File: src/rtl/ps2_scancode_decoder.sv
// PS/2 Set-2 scancode decoder: strips E0/F0 prefixes, suppresses typematic
// repeats and queues key events in a small first-word-fall-through FIFO.
module ps2_scancode_decoder #(
  parameter int FIFO_DEPTH      = 4,
  parameter int TIMEOUT_CYC     = 200000,
  parameter int SUPPRESS_REPEAT = 1
) (
  input  logic       dspclk,
  input  logic       reset,
  input  logic [7:0] rx_data,
  input  logic       rx_valid,
  input  logic       rx_err,
  output logic [7:0] ev_code,
  output logic       ev_ext,
  output logic       ev_break,
  output logic       ev_valid,
  input  logic       ev_ready,
  output logic [7:0] last_code,
  output logic       overflow
);

  localparam int AW = $clog2(FIFO_DEPTH);
  localparam int CW = AW + 1;
  localparam int TW = $clog2(TIMEOUT_CYC + 1);

  typedef enum logic [1:0] {S_IDLE, S_E0, S_F0, S_E0F0} state_t;

  typedef struct packed {
    logic [7:0] code;
    logic       ext;
    logic       brk;
  } event_t;

  state_t          state, state_next;
  logic [TW-1:0]   tmo_cnt;
  logic            timeout;
  logic            emit;
  logic            emit_ext;
  logic            emit_brk;
  logic            byte_ok;

  logic [7:0]      held_code;
  logic            held_ext;
  logic            held_valid;
  logic            held_hit;
  logic            drop_repeat;
  logic            push_req;

  event_t          mem [FIFO_DEPTH];
  logic [AW-1:0]   wr_ptr, rd_ptr;
  logic [CW-1:0]   count;
  logic            full;
  logic            pop;
  logic            wr_en;
  event_t          head;

  assign byte_ok = rx_valid && !rx_err;
  assign timeout = (state != S_IDLE) && (tmo_cnt == TW'(TIMEOUT_CYC - 1));

  always_comb begin
    state_next = state;
    emit       = 1'b0;
    emit_ext   = 1'b0;
    emit_brk   = 1'b0;
    if (rx_valid && rx_err) begin
      state_next = S_IDLE;
    end else if (byte_ok) begin
      unique case (state)
        S_IDLE: begin
          if (rx_data == 8'hE0)      state_next = S_E0;
          else if (rx_data == 8'hF0) state_next = S_F0;
          else if (!(rx_data inside {8'hAA, 8'hFA, 8'hEE, 8'hFE, 8'h00, 8'hFF, 8'hE1}))
            emit = 1'b1;
        end
        S_E0: begin
          if (rx_data == 8'hF0)      state_next = S_E0F0;
          else if (rx_data != 8'hE0) begin
            emit       = 1'b1;
            emit_ext   = 1'b1;
            state_next = S_IDLE;
          end
        end
        S_F0, S_E0F0: begin
          state_next = S_IDLE;
          if (rx_data != 8'hE0 && rx_data != 8'hF0) begin
            emit     = 1'b1;
            emit_brk = 1'b1;
            emit_ext = (state == S_E0F0);
          end
        end
        default: state_next = S_IDLE;
      endcase
    end else if (timeout) begin
      state_next = S_IDLE;
    end
  end

  assign held_hit    = held_valid && (held_code == rx_data) && (held_ext == emit_ext);
  assign drop_repeat = emit && !emit_brk && held_hit && (SUPPRESS_REPEAT != 0);
  assign push_req    = emit && !drop_repeat;

  assign full     = (count == CW'(FIFO_DEPTH));
  assign ev_valid = (count != '0);
  assign pop      = ev_valid && ev_ready;
  assign wr_en    = push_req && (!full || pop);

  // NOTE: all state below uses non-blocking assignments so every register
  // samples the pre-edge values of its neighbours, regardless of block order.
  always_ff @(posedge dspclk) begin
    if (reset) begin
      state   <= S_IDLE;
      tmo_cnt <= '0;
    end else begin
      state <= state_next;
      if (rx_valid || timeout || state == S_IDLE) tmo_cnt <= '0;
      else                                        tmo_cnt <= tmo_cnt + 1'b1;
    end
  end

  always_ff @(posedge dspclk) begin
    if (reset) begin
      held_code  <= '0;
      held_ext   <= 1'b0;
      held_valid <= 1'b0;
    end else if (emit && !emit_brk && !drop_repeat) begin
      held_code  <= rx_data;
      held_ext   <= emit_ext;
      held_valid <= 1'b1;
    end else if (emit && emit_brk && held_hit) begin
      held_valid <= 1'b0;
    end
  end

  always_ff @(posedge dspclk) begin
    if (reset) begin
      wr_ptr    <= '0;
      rd_ptr    <= '0;
      count     <= '0;
      last_code <= '0;
      overflow  <= 1'b0;
    end else begin
      if (wr_en) wr_ptr <= wr_ptr + 1'b1;
      if (pop)   rd_ptr <= rd_ptr + 1'b1;
      unique case ({wr_en, pop})
        2'b10:   count <= count + 1'b1;
        2'b01:   count <= count - 1'b1;
        default: count <= count;
      endcase
      if (wr_en && !emit_brk)          last_code <= rx_data;
      if (push_req && full && !pop)    overflow  <= 1'b1;
    end
  end

  // NOTE: the storage array carries no reset; occupancy gates what is visible,
  // so stale entries never reach the outputs.
  always_ff @(posedge dspclk) begin
    if (wr_en) mem[wr_ptr] <= '{code: rx_data, ext: emit_ext, brk: emit_brk};
  end

  assign head     = ev_valid ? mem[rd_ptr] : '0;
  assign ev_code  = head.code;
  assign ev_ext   = head.ext;
  assign ev_break = head.brk;

endmodule

File: config.mk
export PLATFORM = sky130hd
export DESIGN_NAME = ps2_scancode_decoder
export DESIGN_NICKNAME = d
export VERILOG_FILES = /design/src/rtl/ps2_scancode_decoder.sv
export SDC_FILE = /design/constraint.sdc
export NUM_CORES = 1
export LEC_CHECK = 0
export CAP_MARGIN = 30
export CELL_PAD_IN_SITES_DETAIL_PLACEMENT = 0
export CELL_PAD_IN_SITES_GLOBAL_PLACEMENT = 1
export CORE_MARGIN = 2
export CORE_UTILIZATION = 46
export DETAILED_ROUTE_END_ITERATION = 8
export PLACE_DENSITY_LB_ADDON = 0.1
export SETUP_SLACK_MARGIN = 0.3
export SYNTH_ARGS = -nofsm -noshare
export SYNTH_HDL_FRONTEND = slang
export SYNTH_SLANG_ARGS = --single-unit
File: constraint.sdc
create_clock -name dspclk -period 3.8 [get_ports dspclk]
set_input_delay 0.76 -clock dspclk [delete_from_list [all_inputs] [get_ports dspclk]]
set_output_delay 0.76 -clock dspclk [all_outputs]
set_load 0.02 [all_outputs]
# Word-level counts from Yosys, hierarchy flattened
# Memory sizes are Yosys's and may differ from the RTL's. A register that Yosys moved wholly into a read port is not among the register bits.
# Index checks and enable logic that the tools add are counted.
# totals
reg_bits	46
mem_bits_rw	40
in_bits	13
elab_cells	105
mem_count	1
# classes
add_sub_neg	5
n_eq_ne	21
mux	31
n_reduce_logical	37
# mem_list
memory	depth	width	rd	rd_ports_with_merged_regs	write_ports	line_no	text
mem	4	10	1	1	1	49	event_t mem [FIFO_DEPTH];
# ops
op	n
equality test 8 bit, second input constant	8
adder 18 x 1 -> 18 bit, second input constant	1
equality test 18 bit, second input constant	1
two-way mux 1 bit	18
logical AND 1 bit	17
two-way mux 2 bit	8
!= test 8 bit, second input constant	2
two-way mux 10 bit	1
equality test 8 bit	1
zero test 8 bit	1
!= test 4 bit, second input constant	2
nonzero test 2 bit	4
nonzero test 7 bit	1
equality test 2 bit, second input constant	3
case mux 2 bit (3 select lines)	1
case mux 3 bit (2 select lines)	1
OR reduction 2 bit	3
zero test 1 bit	5
adder 2 x 1 -> 2 bit, second input constant	2
equality test 2 x 1 -> 1 bit, second input constant	2
adder 3 x 1 -> 3 bit, second input constant	1
equality test 3 bit, second input constant	1
logical OR 1 bit	3
case mux 1 bit (3 select lines)	1
other kinds (6)	6

# Depth between registers and ports, before layout
# Gate-level depths: netlist (run 1).
# logic_depth
ltp_word	15
mapped_depth	11

# Worst setup path after synthesis (run 1)
# OpenSTA, ideal clock, no wires.
# synth_path
path_type	input port to flip-flop
startpoint	in rx_data[2]
endpoint	reg count[2]
setup_time_ps	123
arrival_time_ps	3350
path_slack_ps	327
stages	11
n_path_buf	2
cell_sequence	buf_6 or3_1 o311a_2 xnor2_4 a31oi_1 clkbuf_1 nor2_1 fa_1 and3_1 mux2i_1 mux2_1
# synth_lines
item	line_no	text
from (decl)	10	input logic [7:0] rx_data,
!= test 8 bit (on tied branches)	77, 85	
two-way mux 1 bit / logical AND 1 bit (equally long branches)	77, 85	
two-way mux 1 bit (on tied branches)	76, 85	
case mux 1 bit (2 select lines) *	68	unique case (state)
two-way mux 1 bit *	67	end else if (byte_ok) begin
two-way mux 1 bit *	65	if (rx_valid && rx_err) begin
named net emit_ext	38	logic emit_ext;
equality test 1 bit *	98	assign held_hit = held_valid && (held_code == rx_data) && (held_ext == emit_ext);
logical AND 1 bit *	98	
logical AND 1 bit *	99	assign drop_repeat = emit && !emit_brk && held_hit && (SUPPRESS_REPEAT != 0);
zero test 1 bit *	100	assign push_req = emit && !drop_repeat;
logical AND 1 bit *	100	
logical AND 1 bit *	105	assign wr_en = push_req && (!full || pop);
equality test 2 x 1 -> 1 bit / equality test 2 bit (equally long branches)	144	unique case ({wr_en, pop})
case mux 3 bit (2 select lines) / nonzero test 2 bit (equally long branches)	--	
to (signal assigned)	145	2'b10: count <= count + 1'b1;
to (signal assigned)	146	2'b01: count <= count - 1'b1;
to (signal assigned)	147	default: count <= count;
to (decl)	51	logic [CW-1:0] count;
# Mark *: on every way through the listed nets, which the timed path passes. The rest lies on a longest branch.
# A chain may end at the register's enable or synchronous reset.

# Worst setup path after layout (run 1)
# Ends and elaborated chain as after synthesis.

==> results of run 1 <==
where the power goes:
group	leakage [nW]	internal (mW)	switching, mW	total (mW)
Combinational	0.716	0.322	0.289	0.611
Sequential	0.758	1.04	0.0637	1.10
Clock	0.0874	0.241	0.334	0.575
stage by stage:
step	hold WS (ps)	cells
finish	462	484
detailed placement	449	468
CTS	472	484
global placement	442	468
global route	491	484
floorplan	426	331
layout make-up:
class                           instances  area (sq um)
Clock inverter                          6          41.3
Tap cell                              105           131
Fill cell                             724          3670
Inverter                                7          26.3
Sequential cell                        88          2160
Clock buffer                           10           128
Timing Repair Buffer                   49           448
Multi-Input combinational cell        219          1650
layout by cell type, fill, tap and decap left out, types with 7 or more instances in the layout:
cell type,Yosys,routed
inv_1,7,7
and3_1,10,10
nand2b_1,18,18
mux4_2,10,10
edfxtp_1,40,40
and2_1,11,11
clkbuf_8,0,9
xnor2_1,16,16
clkdlybuf4s50_1,0,32
buf_4,0,17
mux2i_1,19,19
nand2_1,7,7
nand3_1,18,18
nor2_1,39,39
dfxtp_1,48,48
a21oi_1,8,8
xor2_1,8,8
state kept, by name (all words and copies together), names as in the netlist, named ones only:
register    cells
held_valid      1
held_code       8
overflow        1
wr_ptr          2
rd_ptr          2
held_ext        1
last_code       8
state           2
tmo_cnt        18
mem            40
count           3
worst paths after layout:
path              startpoint    endpoint  slack (ps)  depth (start not counted)
setup / recovery  rx_data[2]    count[2]         490                         10
hold reg to reg   tmo_cnt[0]  tmo_cnt[0]         460                          1
hold / removal    tmo_cnt[0]  tmo_cnt[0]         460                          1
setup reg to reg    state[1]    count[2]        1390                          9
cell families after synthesis:
family | count (synthesis)
compound gates | 25
xor+xnor | 25
fa+ha+maj | 6
buf+inv | 24
flops | 88
mux | 31
simple gates | 132
metal layers:
layer  global-route usage [%]  vias up
li1                         -     1268
met1                     25.8     1216
met2                     27.1       60
met3                     3.10       10
met4                     7.39        0
met5                        0        -
worst max-delay path, stage by stage:
cell             delay [ps]
clkdlybuf4s50_1         450
or3_1                   390
o311a_2                 470
xnor2_4                 170
a31oi_1                 230
nor2_1                   80
fa_1                    370
and3_1                  150
mux2i_1                 140
mux2_1                  330
==> impl_metrics.tcl, run 1 <==
set metrics [dict create \
    yosysTopAreaCellShare_pct 30.6 \
    slew_headroom_pct 53.9 \
    drive_gt1_share_pct 12.9 \
    grt_pass1_wl_um 12400 \
    power_density_nw_per_um2 499 \
    netlist_area_sq_um 3930 \
    status "completed" \
    dpl_worst_slack_ps 124 \
    topRoutingLayerUsed "met4" \
    start_util_pct 47.6 \
    final_area_sq_um 4590 \
    row_count 33 \
    hpwlAfterDp_um 5310 \
    die_w_um 96.4 \
    route.met2.wl_um 3310 \
    drv_slew 0 \
    cp-start-kind "input port" \
    async_flop_share_pct 0 \
    first_iter_violations 168 \
    fmax_mhz 302 \
    diodes 0 \
    postSynthCellCount 331 \
    p_leak_nw 1.56 \
    grt_setup_unrepaired "no" \
    num_vias 2554 \
    wl_per_cell_um 15.7 \
    fin_crit_ps 3310 \
    cp.arrival_ps 3550 \
    coreArea_sq_um 8260 \
    final_util_pct 55.6 \
    numCtsBuffers 9 \
    path_clk_slew_ps 90 \
    ant_nets 0 \
    viasPerCell 5.28 \
    clk_path_buf_depth 2 \
    hp-class "reg2reg" \
    hold_viol 0 \
    crit_fanout 5 \
    setup_tns_ps 0 \
    worst_pin_slew_ps 690 \
    layout.nets 393 \
    ctsRootBufferMaster "clkbuf_8" \
    power_mw 2.29 \
    grt_pass1_vias 2484 \
    wl_met3_um 297 \
    track_usage_pct 18.0 \
    gp_congestion 0.766 \
    synth_warnings 0 \
    clock_latency_ps 350 \
    cts_tree "done" \
    dpl_cell_area_sq_um 4420 \
    cts_resized 0 \
    skew_ps 10.2 \
    holdBufCountCts 0 \
    synth_edf_count 40 \
    ys_top_cells_by_area "edfxtp_1 31%, dfxtp_1 24%, mux4_2 5.7%" \
    period_share_pct 87.0 \
    synth_mux_area_share_pct 11.1 \
    die_y_um 96.4 \
    wl_um 7590 \
    required_ps 4050 \
    synthTopCellsByCount "48 x dfxtp_1, 40 x edfxtp_1, 39 x nor2_1, 19 x mux2i_1" \
    port-buffer-count 32 \
    yosysTopAreaCell "edfxtp_1" \
    drt-met1-wl_um 3860 \
    yosys.area_share.simple_pct 18.4 \
    ys_seq_area_share_pct 55.0 \
    synth_top_family_by_area "simple AND/OR/NAND/NOR gates" \
    synth_compound_area_share_pct 4.36 \
    vdd_ir_drop_max_uv 221 \
    ys_seq_elements 88 \
    syn_avg_cell_area_sq_um 11.9 \
    remaining_drc_errors 0 \
    htreeDepth 3 \
    io_pins 33 \
    cp-end-kind "flip-flop" \
    synth.most_common_cell "dfxtp_1" \
    synth_cell_type_count 47 \
    setup_viol 0 \
    postCtsSetupRepairBufs 0 \
    antenna_found_initial 0 \
    syn_to_final_growth_pct 16.8 \
    synth_nets 350 \
    cap_violations 0 \
    critical_path_class "in2reg" \
    synthAdderAreaFrac_pct 2.10 \
    fin_ws_ps 493 \
    grt_remaining_overflow 0 \
    drtPass1Iterations 4 \
    ys.flop_type "dfxtp_1" \
    grt_max_degree 39 \
    dieArea_sq_um 9300 \
    cts_sinks 88 \
    synth_xor_area_share_pct 6.05 \
]
No activity file was read; power rests on OpenSTA's default activity.
==> run 2: changes to the inputs <==
- CTS_BUF_LIST: not set -> sky130_fd_sc_hd__clkbuf_8 sky130_fd_sc_hd__clkbuf_16
==> run 2 against run 1 <==
  * Combinational power hardly changed
  * Clock power hardly changed
  * Die area stayed put
  * Fmax hardly changed
  * Global-route usage stayed put
  * Sequential share of layout area stayed put
  * First-iteration DRC count is 1.2% lower
  * Sequential power hardly changed
  * Largest cell class unchanged
==> impl_metrics.tcl, run 2 (synthesis results as in run 1) <==
set metrics [dict create \
    layout_common_cells "48 x dfxtp_1, 40 x edfxtp_1, 39 x nor2_1, 32 x clkdlybuf4s50_1, 19 x mux2i_1" \
    ctsRootBufferMaster "clkbuf_8" \
    gp_congestion 0.766 \
    period_share_pct 87.0 \
    first_iter_violations 166 \
    slowest_delay_ps 480 \
    crit_fanout 5 \
    diodes 0 \
    antenna_found_initial 0 \
    critPathSlowestCell "o311a_2" \
    syn_to_final_growth_pct 16.8 \
    clkPwrFrac_pct 25.0 \
    slew_headroom_pct 54.3 \
    row_count 33 \
    mostFrequentLayoutCell "dfxtp_1" \
    fin_crit_ps 3310 \
    largest_register "mem" \
    setup_viol 0 \
    path_clk_slew_ps 90 \
    hold_viol 0 \
    status "completed" \
    start_util_pct 47.6 \
    remaining_drc_errors 0 \
    grt_setup_unrepaired "no" \
    cap_violations 0 \
    dpl_worst_slack_ps 124 \
    p_seq_share_pct 48.2 \
    grt_max_degree 39 \
    numCtsBuffers 9 \
    drive_gt1_share_pct 12.9 \
    crit_chain "clkdlybuf4s50_1, or3_1, o311a_2, xnor2_4, a31oi_1, nor2_1, fa_1, and3_1, mux2i_1, mux2_1" \
    dieArea_sq_um 9300 \
    coreArea_sq_um 8260 \
    num_vias 2578 \
    drv_slew 0 \
    reg.largest.list "mem x40, tmo_cnt x18" \
    cts_sinks 88 \
    port-buffer-count 32 \
    p_int_mw 1.60 \
    hpwlAfterDp_um 5310 \
    hp-class "reg2reg" \
    setup_tns_ps 0 \
    fmax_mhz 302 \
    htreeDepth 3 \
    viasPerCell 5.33 \
    grt_pass1_vias 2484 \
    switching_share_pct 30.1 \
    layout.nets 393 \
    cp-end-kind "flip-flop" \
    clock_latency_ps 350 \
    critical_path_class "in2reg" \
    grt_pass1_wl_um 12400 \
    track_usage_pct 18.0 \
    clk_path_buf_depth 2 \
    cts_resized 0 \
    skew_ps 11.9 \
    p_leak_nw 1.57 \
    grt_remaining_overflow 0 \
    worst_pin_slew_ps 684 \
    cts_tree "done" \
    largest_reg_flops 40 \
    wl_um 7630 \
    switching_power_mw 0.689 \
    cp.arrival_ps 3550 \
    die_w_um 96.4 \
    postCtsSetupRepairBufs 0 \
    io_pins 33 \
    fin_ws_ps 494 \
    drtPass1Iterations 4 \
    vdd_ir_drop_max_uv 221 \
    p_comb_share_pct 26.7 \
    die_y_um 96.4 \
    ant_nets 0 \
    power_density_nw_per_um2 499 \
    required_ps 4050 \
    holdBufCountCts 0 \
    cp-start-kind "input port" \
    wl_per_cell_um 15.8 \
]
==> run 2: changes by cell type in the layout (fill, tap and decap cells not counted), sizes merged <==
cell and change:
inv +1, clkbuf -1
==> run 2: area by class of cell <==
class,count,area (sq um)
multi-input cells,219,1650
clock buffers,9,124
well taps,105,131
flip-flops and latches,88,2160
clock inverters,7,45.0
repair buffers,49,448
fillers,724,3670
inverters,7,26.3
==> run 2: stage by stage <==
stage	instance area, sq um	util [%]	hold WS, ps	cells	power [mW]
2_1_floorplan	3930	-	426	331	1.50
3_3_place_gp	4420	53.5	442	468	1.74
3_5_place_dp	4420	53.5	449	468	1.75
4_1_cts	4590	55.6	472	484	2.31
5_1_grt	4590	55.6	491	484	2.41
6_report	4590	55.6	462	484	2.29
==> run 2: power by group through the flow <==
| stage | logic, mW | clock network (mW) | registers, mW |
|---|---|---|---|
| after global placement | 0.613 | 0 | 1.13 |
| final | 0.612 | 0.573 | 1.10 |
| after CTS | 0.618 | 0.586 | 1.11 |
| after floorplan | 0.406 | 0 | 1.10 |
| after detailed placement | 0.617 | 0 | 1.13 |
| after global routing | 0.679 | 0.619 | 1.12 |
==> run 2: path summary, 6_finish.rpt <==
path | startpoint | endpoint | slack, ps | cells after the start
worst max-delay path | rx_data[2] | count[2] | 490 | 10
worst max register to register | state[1] | count[2] | 1380 | 9
worst min-delay path | tmo_cnt[0] | tmo_cnt[0] | 460 | 1
worst min register to register | tmo_cnt[0] | tmo_cnt[0] | 460 | 1
==> run 2: metal layers <==
metal | up-vias | GRT usage [%] | part of all wire (%)
met4 | 0 | 7.39 | 1.7
met1 | 1238 | 25.8 | 51
li1 | 1269 | - | -
met3 | 10 | 3.10 | 3.6
met2 | 61 | 27.1 | 43
met5 | - | 0 | 0
==> run 2: worst max-delay path, delay by kind of cell <==
| kind | cells | cell delay (ps) |
|---|---|---|
| multiplexers | 2 | 470 |
| AO/OA/AOI/OAI | 2 | 710 |
| AND/OR/NAND/NOR | 3 | 620 |
| XOR/XNOR | 1 | 170 |
| buffers and inverters | 1 | 450 |
| adder cells (fa/ha/maj) | 1 | 370 |
